[config.mk]
export PLATFORM = sky130hd
export DESIGN_NAME = sap_controller
export DESIGN_NICKNAME = d
export VERILOG_FILES = /design/src/rtl/sap_pkg.sv /design/src/rtl/sap_ring_counter.sv /design/src/rtl/sap_controller.sv
export SDC_FILE = /design/constraint.sdc
export NUM_CORES = 1
export LEC_CHECK = 0
export CAP_MARGIN = 20
export CORE_ASPECT_RATIO = 1.1
export CORE_MARGIN = 2
export CORE_UTILIZATION = 37
export CTS_CLUSTER_DIAMETER = 40
export DETAILED_ROUTE_END_ITERATION = 16
export PLACE_DENSITY = 0.8
export RECOVER_POWER = 50
export SLEW_MARGIN = 15
export SYNTH_ARGS = -nofsm -noshare
export SYNTH_HDL_FRONTEND = slang
export SYNTH_SLANG_ARGS = --single-unit
[constraint.sdc]
create_clock -name clk -period 1.31 [get_ports clk]
set_input_delay 0.262 -clock clk [delete_from_list [all_inputs] [get_ports clk]]
set_output_delay 0.262 -clock clk [all_outputs]
set_load 0.01 [all_outputs]
[src/rtl/sap_pkg.sv]
// ---------------------------------------------------------------------------
// sap_pkg
// Shared definitions for the SAP-1 controller-sequencer and the datapath
// blocks around it: opcode values, the one-hot T-state encoding and the
// control-word layout driven onto the register/bus enables.
// ---------------------------------------------------------------------------
package sap_pkg;

    localparam int OP_W  = 4;
    localparam int NUM_T = 6;

    localparam logic [OP_W-1:0] OP_LDA = 4'b0000;
    localparam logic [OP_W-1:0] OP_ADD = 4'b0001;
    localparam logic [OP_W-1:0] OP_SUB = 4'b0010;
    localparam logic [OP_W-1:0] OP_OUT = 4'b1110;
    localparam logic [OP_W-1:0] OP_HLT = 4'b1111;

    // One-hot ring positions, bit0 = T1.
    typedef enum logic [NUM_T-1:0] {
        T1 = 6'b000001,
        T2 = 6'b000010,
        T3 = 6'b000100,
        T4 = 6'b001000,
        T5 = 6'b010000,
        T6 = 6'b100000
    } t_state_e;

    // Control word, MSB first. mem_enable is active-low towards the bus:
    // 1 keeps the RAM output tri-stated.
    typedef struct packed {
        logic pc_inc;
        logic pc_en;
        logic mar_load;
        logic mem_enable;
        logic ir_load;
        logic ir_en;
        logic a_load;
        logic a_en;
        logic b_load;
        logic out_load;
        logic alu_sub;
        logic alu_en;
    } ctrl_t;

    localparam ctrl_t CTRL_IDLE = 12'h100;

    function automatic logic is_alu_op(input logic [OP_W-1:0] op);
        return (op == OP_ADD) || (op == OP_SUB);
    endfunction

endpackage

[src/rtl/sap_ring_counter.sv]
// ---------------------------------------------------------------------------
// sap_ring_counter
// One-hot T1..T6 ring. Rotates one position per rising edge while advance
// is high, otherwise holds. Asynchronous reset returns the ring to T1.
// Ports:
//   clk      in   rising-edge clock
//   rst      in   asynchronous active-high reset
//   advance  in   rotate on this edge
//   t_state  out  one-hot ring position, bit0 = T1
// ---------------------------------------------------------------------------
module sap_ring_counter
    import sap_pkg::*;
(
    input  logic             clk,
    input  logic             rst,
    input  logic             advance,
    output logic [NUM_T-1:0] t_state
);

    t_state_e state;
    t_state_e next_state;

    always_ff @(posedge clk or posedge rst) begin
        if (rst) state <= T1;
        else     state <= next_state;
    end

    // Any non one-hot value falls back to T1 so the ring self-recovers.
    always_comb begin
        next_state = state;
        if (advance) begin
            case (state)
                T1:      next_state = T2;
                T2:      next_state = T3;
                T3:      next_state = T4;
                T4:      next_state = T5;
                T5:      next_state = T6;
                default: next_state = T1;
            endcase
        end
    end

    assign t_state = state;

endmodule

[src/rtl/sap_controller.sv]
// ---------------------------------------------------------------------------
// sap_controller
// SAP-1 controller-sequencer. Steps the T-state ring (fetch T1-T3, execute
// T4-T6), decodes the IR opcode into the control word and holds the sticky
// halt flag. Supports free-run and single-step operation.
// Ports:
//   clk, rst          clock, asynchronous active-high reset
//   run, step         free-run enable / single-step pulse (used when run=0)
//   ir_opcode         IR[7:4]
//   t_state, halted   one-hot ring position, sticky halt flag
//   pc_inc .. alu_en  control lines to PC, MAR, RAM, IR, A, B, ALU, OUT
// ---------------------------------------------------------------------------
module sap_controller
    import sap_pkg::*;
(
    input  logic             clk,
    input  logic             rst,
    input  logic             run,
    input  logic             step,
    input  logic [OP_W-1:0]  ir_opcode,
    output logic [NUM_T-1:0] t_state,
    output logic             halted,
    output logic             pc_inc,
    output logic             pc_en,
    output logic             mar_load,
    output logic             mem_enable,
    output logic             ir_load,
    output logic             ir_en,
    output logic             a_load,
    output logic             a_en,
    output logic             b_load,
    output logic             out_load,
    output logic             alu_sub,
    output logic             alu_en
);

    logic  go;
    logic  halt_hit;
    logic  advance;
    ctrl_t ctrl;

    assign go       = !halted && (run || step);
    assign halt_hit = (t_state == T4) && (ir_opcode == OP_HLT);
    // HLT freezes the ring at T4 instead of rotating to T5.
    assign advance  = go && !halt_hit;

    sap_ring_counter u_ring (
        .clk     (clk),
        .rst     (rst),
        .advance (advance),
        .t_state (t_state)
    );

    // Sticky halt: set on the T4 edge of HLT, cleared only by reset.
    always_ff @(posedge clk or posedge rst) begin
        if (rst)                  halted <= 1'b0;
        else if (go && halt_hit)  halted <= 1'b1;
    end

    // Control decode. Gating with rst makes the controls drop immediately
    // on an asynchronous reset, not just at the next edge.
    always_comb begin
        ctrl = CTRL_IDLE;
        if (!rst && !halted) begin
            case (t_state)
                T1: begin
                    ctrl.pc_en    = 1'b1;
                    ctrl.mar_load = 1'b1;
                end
                T2: ctrl.pc_inc = 1'b1;
                T3: begin
                    ctrl.mem_enable = 1'b0;
                    ctrl.ir_load    = 1'b1;
                end
                T4: begin
                    if ((ir_opcode == OP_LDA) || is_alu_op(ir_opcode)) begin
                        ctrl.ir_en    = 1'b1;
                        ctrl.mar_load = 1'b1;
                    end else if (ir_opcode == OP_OUT) begin
                        ctrl.a_en     = 1'b1;
                        ctrl.out_load = 1'b1;
                    end
                end
                T5: begin
                    if (ir_opcode == OP_LDA) begin
                        ctrl.mem_enable = 1'b0;
                        ctrl.a_load     = 1'b1;
                    end else if (is_alu_op(ir_opcode)) begin
                        ctrl.mem_enable = 1'b0;
                        ctrl.b_load     = 1'b1;
                    end
                end
                T6: begin
                    if (is_alu_op(ir_opcode)) begin
                        ctrl.alu_en = 1'b1;
                        ctrl.a_load = 1'b1;
                    end
                end
                default: ctrl = CTRL_IDLE;
            endcase
            if ((ir_opcode == OP_SUB) && (t_state inside {T4, T5, T6}))
                ctrl.alu_sub = 1'b1;
        end
    end

    assign pc_inc     = ctrl.pc_inc;
    assign pc_en      = ctrl.pc_en;
    assign mar_load   = ctrl.mar_load;
    assign mem_enable = ctrl.mem_enable;
    assign ir_load    = ctrl.ir_load;
    assign ir_en      = ctrl.ir_en;
    assign a_load     = ctrl.a_load;
    assign a_en       = ctrl.a_en;
    assign b_load     = ctrl.b_load;
    assign out_load   = ctrl.out_load;
    assign alu_sub    = ctrl.alu_sub;
    assign alu_en     = ctrl.alu_en;

    // Only one W-bus driver at a time; PC never counts while it drives.
    bus_exclusive: assert property (@(posedge clk) disable iff (rst)
        $onehot0({pc_en, ir_en, a_en, alu_en, !mem_enable}));
    pc_exclusive: assert property (@(posedge clk) disable iff (rst)
        !(pc_inc && pc_en));

endmodule
==> results, run 1 <==
- The final number of setup-violating endpoints is 22.
- The top cell type's share of synthesized area is 0.232.
- After synthesis the netlist holds a flip-flop and latch count of 7.
- Measured against its own limit, the worst slew margin works out to 0.752.
- For the worst setup path, the data required time is 1.05 ns.
- The antenna cell count is 0.
- The minimum period implied by the final worst setup slack is 1.90 ns.
- The slew at the pin closest to its max-slew limit is 0.368 ns.
- The post-synthesis instance total is 74.
- The number of stages on the worst setup path is 5.
- The post-detailed-route wirelength per cell is 20.1 um.
- Power spread over the standard cell area amounts to 445 nW/um2.
- The count of clock tree sinks is 7.
- The share of total power dissipated in combinational logic is 0.312.
- The Yosys step of the flow raised 0 warnings.
- The die covers 2100 um2.
- The via count of the first global-routing pass is 884.
- Of the total power, the clock network draws 0.326.
- The critical path is of the flop to output pin type.
- Entering global routing, the biggest net connects 9 pins.
- Internal power comes to 0.000447 W.
- The critical path startpoint is u_ring.t_state[5]$_DFFE_PP0P_.
- The quantity of I/O buffers inserted on ports is 26.
- In the synthesized netlist the dominant register cell turns out to be sky130_fd_sc_hd__dfrtp_1.
- The final reports fail on setup timing.
- After clock tree synthesis, the clock-pin slew on the worst setup and hold paths is 0.06 ns.
- The number of different library cells in the post-synthesis netlist is 31.
- The final wirelength is 3320 um.
- The tightest min-delay check is of the input pin to asynchronous set/reset pin type.
- For this block, the initial DRC count from the detailed router was 33.
- CTS built an H-tree with a depth of 1.
- The root buffer cell is sky130_fd_sc_hd__clkbuf_4.
- At the later pin of the worst-skew pair, clock insertion delay measures 0.26 ns.
- After layout, the worst setup slack is -0.591 ns.
- Clock skew on the completed layout was measured at 0.00814 ns.
- The number of cell instances on the worst register-to-register path is 9.
- The number of core rows is 15.
- The number of endpoints with negative hold slack in the final report is 0.
- The synthesized netlist net count is 82.
- For flop-to-flop paths, the worst setup slack is -0.51 ns.
- The initial antenna violation count is 0.
- Of the total power, the share spent switching nets is 0.298.
- The CTS tree is yes.
- Along the worst path, the maximum fanout reaches 3.
- The detail route stage leaves a number of antenna-violating nets equal to 0.
- After detailed routing, the number of vias per cell comes to 5.79.
- The final core area utilization is 0.888.
- In this design, the largest share of critical-path delay is due to simple AND/OR/NAND/NOR gates.
- Before antenna repair, the detailed router went through 4 iterations.
- The post-synthesis cell area is 647 um2.
- The flow ran to the end, but the final reports show violations.
- The initial core utilization is 0.401.
- In the final layout, the share of cells above drive strength 1 is 0.709.
- After routing, the total negative slack on setup checks comes to -8.64 ns.
- Measured along the y axis, the die boundary spans 47.9 um.
- The largest area contributor in the synthesized netlist is sky130_fd_sc_hd__dfrtp_1.
- The detailed placement HPWL is 1560 um.
- The library cell with the highest instance count after synthesis is sky130_fd_sc_hd__nor2_1.
- The start of the worst register-to-register path is u_ring.t_state[2]$_DFFE_PP0P_.
- The worst path buffer plus inverter count is 1.
- The average instance in the mapped netlist occupies 8.74 um2.
- The worst setup path is captured at an output pin.
- The maximum root-to-sink buffer count is 2.
- In the routed design, unresolved DRC markers number 0.
- In the synthesized netlist, the cells that appear most often are 11 x sky130_fd_sc_hd__nor2_1, 9 x sky130_fd_sc_hd__nand2_1, 6 x sky130_fd_sc_hd__dfrtp_1.
- The signal on the critical path passes through nor4_4 -> and3b_2 -> and2_4 -> or2_4 -> buf_6.
- Summing all placed instances gives a cell area of 1110 um2.
- The worst setup path is launched from a flop.
- At the end of the flow, the number of nets in the layout was 157.
- The area added between synthesis and finish is 121%.
- The final instance area is 1430 um2.
- The hold-fix buffer count after cts is 0.
- The post-route total power is 0.000637 W.
- The number of synthesized flops with an enable pin is 0.
- For this design the total switching power over the nets is 0.000190 W.
- The placeable core area is 1610 um2.
- For this run, the register share of the synthesized area comes to 0.273.
- The max-slew violation count is 0.
- The part of the cycle the worst path needs is 1.45.
- The end point of the critical path is mar_load.
- The global router's overall resource usage is 0.284.
- TritonCTS created 3 clock buffers.
- The final RePlAce weighted congestion is 0.748.
- After synthesis, the cell types taking the most area are sky130_fd_sc_hd__dfrtp_1 23%, sky130_fd_sc_hd__nor2_1 6.4%, sky130_fd_sc_hd__nand2_1 5.2%, sky130_fd_sc_hd__buf_4 4.6%, sky130_fd_sc_hd__nand3b_1 4.6%.
- Among all stages on the critical path, the largest delay is contributed by sky130_fd_sc_hd__dfrtp_2.
- The number of max-cap violations is 0.
- The share of total power dissipated in sequential elements is 0.361.
- The static power due to leakage is 0.705 nW.
- The peak ir drop on the vdd network is 0.597 mV.
- The critical path arrival is 1.64 ns.
- The first global-routing pass estimated 4150 um of wire.
- The achievable frequency is 526 MHz.
- The floorplan die width is 43.9 um.
- The layout has 86 filler cells.
- For this run, the slowest stage of the critical path takes 0.45 ns.
- Final hold analysis gives a worst-case slack of 0.300 ns.
- The number of primary I/O pins is 27.
- The remaining global-route overflow is 0.
- The capturing point of the worst reg2reg path is u_ring.t_state[5]$_DFFE_PP0P_.
- Of all flip-flops after synthesis, the portion carrying an async set or reset was 1.00.
- Setup repair after global routing could not meet its margin everywhere.
- The via count is 955.
-- stage by stage --
step                setup WS [ns]  std cells
global route               -0.659        165
CTS                        -0.537        156
global placement           -0.908        137
detailed placement         -0.986        137
floorplan                  -0.214         74
finish                     -0.591        165
-- logic make-up after synthesis --
group,Yosys count,synth area share
AOI/OAI and AO/OA,12,0.130
xor gates and xnor gates,3,0.0406
buffers and inverters,8,0.0928
DFF,7,0.273
muxes,1,0.0174
and+or+nand+nor,43,0.447
-- placed cells by master, fill, tap and decap left out, types with 3 or more instances in the layout --
cell type	Yosys	final
sky130_fd_sc_hd__buf_2	0	10
sky130_fd_sc_hd__dlygate4sd2_1	0	5
sky130_fd_sc_hd__clkbuf_4	0	3
sky130_fd_sc_hd__nor2_4	1	4
sky130_fd_sc_hd__dfrtp_2	0	4
sky130_fd_sc_hd__buf_6	2	25
sky130_fd_sc_hd__nor4_4	0	3
sky130_fd_sc_hd__nor2_1	11	5
sky130_fd_sc_hd__buf_4	4	31
sky130_fd_sc_hd__nand2_1	9	7
sky130_fd_sc_hd__nor4b_1	3	3
sky130_fd_sc_hd__nor2_2	0	3
sky130_fd_sc_hd__nand3b_1	4	4
-- final cells by class --
cell class	instances	area [um2]	area share
Timing Repair Buffer	76	642	0.448
Inverter	2	7.51	0.00524
Tap cell	17	21.3	0.0148
Sequential cell	7	181	0.127
Clock buffer	4	26.3	0.0183
Multi-Input combinational cell	59	554	0.387
-- power groups by stage --
stage | logic [W] | registers (W) | clock network, W
2_1_floorplan | 0.0000633 | 0.000229 | 0
6_report | 0.000199 | 0.000230 | 0.000208
3_5_place_dp | 0.000136 | 0.000232 | 0
3_3_place_gp | 0.000132 | 0.000232 | 0
5_1_grt | 0.000209 | 0.000230 | 0.000231
4_1_cts | 0.000159 | 0.000230 | 0.000203
-- worst register-to-register path, cell delays in order, from the launching register on --
cell                       delay (ns)
sky130_fd_sc_hd__dfrtp_2         0.43
sky130_fd_sc_hd__nor4_4          0.25
sky130_fd_sc_hd__buf_4           0.15
sky130_fd_sc_hd__nand3b_1        0.15
sky130_fd_sc_hd__buf_6           0.17
sky130_fd_sc_hd__buf_4           0.13
sky130_fd_sc_hd__buf_6           0.10
sky130_fd_sc_hd__buf_6           0.10
sky130_fd_sc_hd__buf_6           0.11
sky130_fd_sc_hd__o21ai_2         0.14
-- per-layer routing --
layer  vias to the layer above  wire (um)  GRT usage
met3                        17        220     0.0792
met1                       469       1180      0.310
met2                        53       1770      0.518
li1                        416          -          -
met5                         -          0          0
met4                         0        150      0.133
-- registers in the layout (all words and copies together) (netlist names) --
| register | count |
|---|---|
| u_ring.t_state | 6 |
| halted | 1 |
-- how the worst min path moves through the flow --
stage	from	to	slack [ns]
2_1_floorplan	rst	halted$_DFFE_PP0P_	0.06
3_3_place_gp	u_ring.t_state[1]$_DFFE_PP0P_	u_ring.t_state[1]$_DFFE_PP0P_	0.64
3_5_place_dp	u_ring.t_state[1]$_DFFE_PP0P_	u_ring.t_state[1]$_DFFE_PP0P_	0.65
4_1_cts	rst	halted$_DFFE_PP0P_	0.31
5_1_grt	rst	u_ring.t_state[1]$_DFFE_PP0P_	0.34
6_report	rst	u_ring.t_state[5]$_DFFE_PP0P_	0.30
-- repair_timing --
item | in CTS | in global routing
setup endpoints to repair | 26 | 24
pin swaps | 16 | 14
buffers inserted | 15 | 14
resized for setup | 104 | 28
(Power assumes the default switching activity.)
==> run 2: changes to the inputs <==
--- a/config.mk
+++ b/config.mk
@@ -8,11 +8,10 @@
 export CAP_MARGIN = 20
 export CORE_ASPECT_RATIO = 1.1
 export CORE_MARGIN = 2
-export CORE_UTILIZATION = 37
+export CORE_UTILIZATION = 35
 export CTS_CLUSTER_DIAMETER = 40
 export DETAILED_ROUTE_END_ITERATION = 16
-export PLACE_DENSITY = 0.8
-export RECOVER_POWER = 50
+export PLACE_DENSITY = 0.76
 export SLEW_MARGIN = 15
 export SYNTH_ARGS = -nofsm -noshare
 export SYNTH_HDL_FRONTEND = slang
==> run 2 against run 1 <==
- the flow still finishes with violations (setup timing)
- total power shrank 2.6%
- sequential power is essentially flat
- die area is 5.2% higher
- non-clock buffer count decreased by 9
- first-iteration DRC count down 64%
- sequential cell count unchanged
- via count decreased by 11%
- wire length down 25%
- critical path type unchanged
- critical endpoint unchanged
- highest routed layer unchanged
==> results, run 2 (same netlist as run 1, synthesis figures left out) <==
- The run finished, with violations left.
- The final reports fail on setup timing.
- The number of levels the H-tree was split into is 1 (unchanged).
- The achievable frequency is 533 MHz (+1.2%).
- The switching portion of total power is 0.300 (+0.00151).
- The number of instances in the placed design was 138 (+0.73%).
- The CTS tree is yes.
- The total net switching power came to 0.000186 W (-2.1%).
- The first-pass iteration count of the detailed router is 4 (unchanged).
- The pin count of the biggest net entering global routing came to 8 (-1).
- The kind of end point of the critical path is an output pin.
- The number of remaining DRC errors is 0 (unchanged).
- In the layout the commonest cells are 27 x sky130_fd_sc_hd__buf_4, 23 x sky130_fd_sc_hd__buf_6, 10 x sky130_fd_sc_hd__buf_2.
- The power share of the clock group is 0.352 (+0.026).
- The clock transition at the registers of the reported paths was 0.07 ns (about the same).
- The sequential fraction of design power is 0.371 (+0.010).
- The final RePlAce weighted congestion was 0.828 (+11%).
- The total die area was 2210 um2 (+5.2%).
- The number of nets in the final layout is 148 (-5.7%).
- The number of buffers created by CTS is 3 (unchanged).
- The latest clock arrival within the worst-skew pair is 0.26 ns (about the same).
- The post-detailed-route wirelength per cell is 16.0 um (-21%).
- The slew at the pin closest to its max-slew limit is 0.361 ns (-0.00687 ns).
- The setup slack after placement is -0.958 ns (+0.0274 ns).
- The number of primary I/O pins was 27 (unchanged).
- The final number of setup-violating endpoints is 23 (+4.5%).
- The floorplan die width came to 45.0 um (+2.6%).
- The global router's overall resource usage is 0.229 (-0.0557).
- The minimum period implied by the final worst setup slack is 1.88 ns (-0.0234 ns).
- The number of core rows came to 16 (+1).
- The start-to-end type of the worst setup path is flop to output pin.
- The number of endpoints with negative hold slack in the final report was 0 (unchanged).
- The area added between synthesis and finish is 114%.
- In this run the clock root is driven by a sky130_fd_sc_hd__clkbuf_4.
- The antenna violation net count after detailed routing came to 0 (unchanged).
- The count of routing violations after the opening detailed-route iteration is 12 (-64%).
- The largest stage delay on the critical path was 0.47 ns (+0.02 ns).
- The via count of the first global-routing pass is 820 (-7.2%).
- The required time at the worst-slack endpoint came to 1.05 ns (about the same).
- The number of flip-flops under the largest register name is 6 (unchanged).
- The power per cell area is 449 nW/um2 (+0.92%).
- The chip height is 49.1 um (+2.6%).
- The signal on the critical path passes through nor4_4 -> and3b_1 -> and2_4 -> or2_4 -> buf_6.
- The antenna cell count is 0 (unchanged).
- The worst setup path is launched from a flop.
- The accumulated negative setup slack is -7.16 ns (+1.48 ns).
- The peak ir drop on the vdd network is 0.482 mV (-19%).
- Setup repair after global routing could not meet its margin everywhere.
- The setup skew after layout is 0.00696 ns (-0.00119 ns).
- The worst setup slack after layout is -0.568 ns (+0.0234 ns).
- The commonest non-fill, non-tap cell in the layout is sky130_fd_sc_hd__buf_4.
- The detailed placement HPWL was 1480 um (-4.9%).
- The critical path arrival came to 1.62 ns (-0.02 ns).
- The cell with the largest stage delay on the worst path is sky130_fd_sc_hd__dfrtp_2.
- The maximum root-to-sink buffer count is 2 (unchanged).
- The final wirelength came to 2510 um (-25%).
- The mean number of vias per cell is 5.39 (-6.8%).
- The part of the cycle the worst path needs came to 1.43 (-0.0178).
- The filler cell count was 110 (+28%).
- The hold-fix buffer count after cts is 0 (unchanged).
- The static power due to leakage was 0.667 nW (-5.4%).
- The worst hold-check slack came to 0.304 ns (+0.00334 ns).
- The count of clock tree sinks is 7 (unchanged).
- The via count is 847 (-11%).
- The wire length of the first global-routing pass came to 3760 um (-9.5%).
- The quantity of I/O buffers inserted on ports is 26 (unchanged).
- The placeable core area came to 1760 um2 (+9.1%).
- The fraction of layout instances using a drive strength above 1 is 0.727 (+0.0172).
- The initial antenna violation count is 0 (unchanged).
- The number of max-cap violations was 0 (unchanged).
- The maximum fanout count along the critical path is 6 (+3).
- The internal power was 0.000434 W (-2.8%).
- The remaining global-route overflow is 0 (unchanged).
- The post-route total power came to 0.000620 W (-2.6%).
- The number of cells in the finished layout apart from fillers came to 157 (-4.8%).
- The path category of the worst min-delay check is input pin to asynchronous set/reset pin.
- The initial core utilization was 0.367 (-0.0336).
- The max-slew violation count was 0 (unchanged).
- The combinational power share is 0.278 (-0.034).
- The worst slew margin relative to its limit came to 0.757 (+0.00463).
-- run 2: cell count changes in the layout (fill, tap and decap cells not counted), moves of 2 or more --
cell and change:
sky130_fd_sc_hd__buf_4 -4, sky130_fd_sc_hd__clkbuf_2 -2, sky130_fd_sc_hd__nor4b_2 +3, sky130_fd_sc_hd__nand2_4 -2, sky130_fd_sc_hd__buf_6 -2, sky130_fd_sc_hd__nor4b_1 -3
sky130_fd_sc_hd__nand2_2 +2
-- run 2: worst paths after layout --
kind / from / endpoint / slack [ns] / cells past startpoint
worst max-delay path: u_ring.t_state[5]$_DFFE_PP0P_ / mar_load / -0.57 / 5
worst min-delay path: rst / u_ring.t_state[1]$_DFFE_PP0P_ / 0.30 / 3
worst max register to register: u_ring.t_state[5]$_DFFE_PP0P_ / u_ring.t_state[1]$_DFFE_PP0P_ / -0.31 / 6
worst min register to register: halted$_DFFE_PP0P_ / halted$_DFFE_PP0P_ / 0.76 / 3
max in group asynchronous: rst / u_ring.t_state[0]$_DFFE_PP1P_ / 0.73 / 3
min in group clk: ir_opcode[1] / halted$_DFFE_PP0P_ / 0.68 / 5
-- run 2: layout make-up --
cell class,count,area (um2),area share
repair buffers,67,579,0.419
multi-input cells,59,564,0.408
flip-flops and latches,7,183,0.132
clock buffers,4,26.3,0.0190
well taps,18,22.5,0.0163
inverters,2,7.51,0.00543
-- run 2: stage by stage --
step	util	area (um2)
final	0.785	1380
after global routing	0.785	1380
after CTS	0.743	1310
after detailed placement	0.631	1110
after global placement	0.631	1110
after floorplan	-	697
-- run 2: power by group through the flow --
stage	registers [W]	clock network (W)	logic (W)
6_report	0.000230	0.000218	0.000172
2_1_floorplan	0.000229	0	0.0000633
3_3_place_gp	0.000233	0	0.000132
3_5_place_dp	0.000233	0	0.000135
5_1_grt	0.000231	0.000231	0.000183
4_1_cts	0.000229	0.000200	0.000160
-- run 2: per-layer routing --
layer / routed length [um] / track usage / vias to the layer above
li1: - / - / 395
met1: 924 / 0.287 / 409
met2: 1390 / 0.393 / 37
met3: 124 / 0.0148 / 6
met4: 71 / 0.0882 / 0
met5: 0 / 0 / -
-- run 2: critical path, delay by kind of cell (launching register included) --
| kind | cells | cell delay [ns] |
|---|---|---|
| buffers and inverters | 1 | 0.09 |
| AND/OR/NAND/NOR | 4 | 0.78 |
| flip-flops | 1 | 0.47 |
-- run 2: timing repair --
action,4_1_cts,5_1_grt
pin swaps,22,19
endpoints found under the hold margin,0,0
endpoints found under the setup margin,26,24
buffers inserted,14,9
resized for setup,121,17
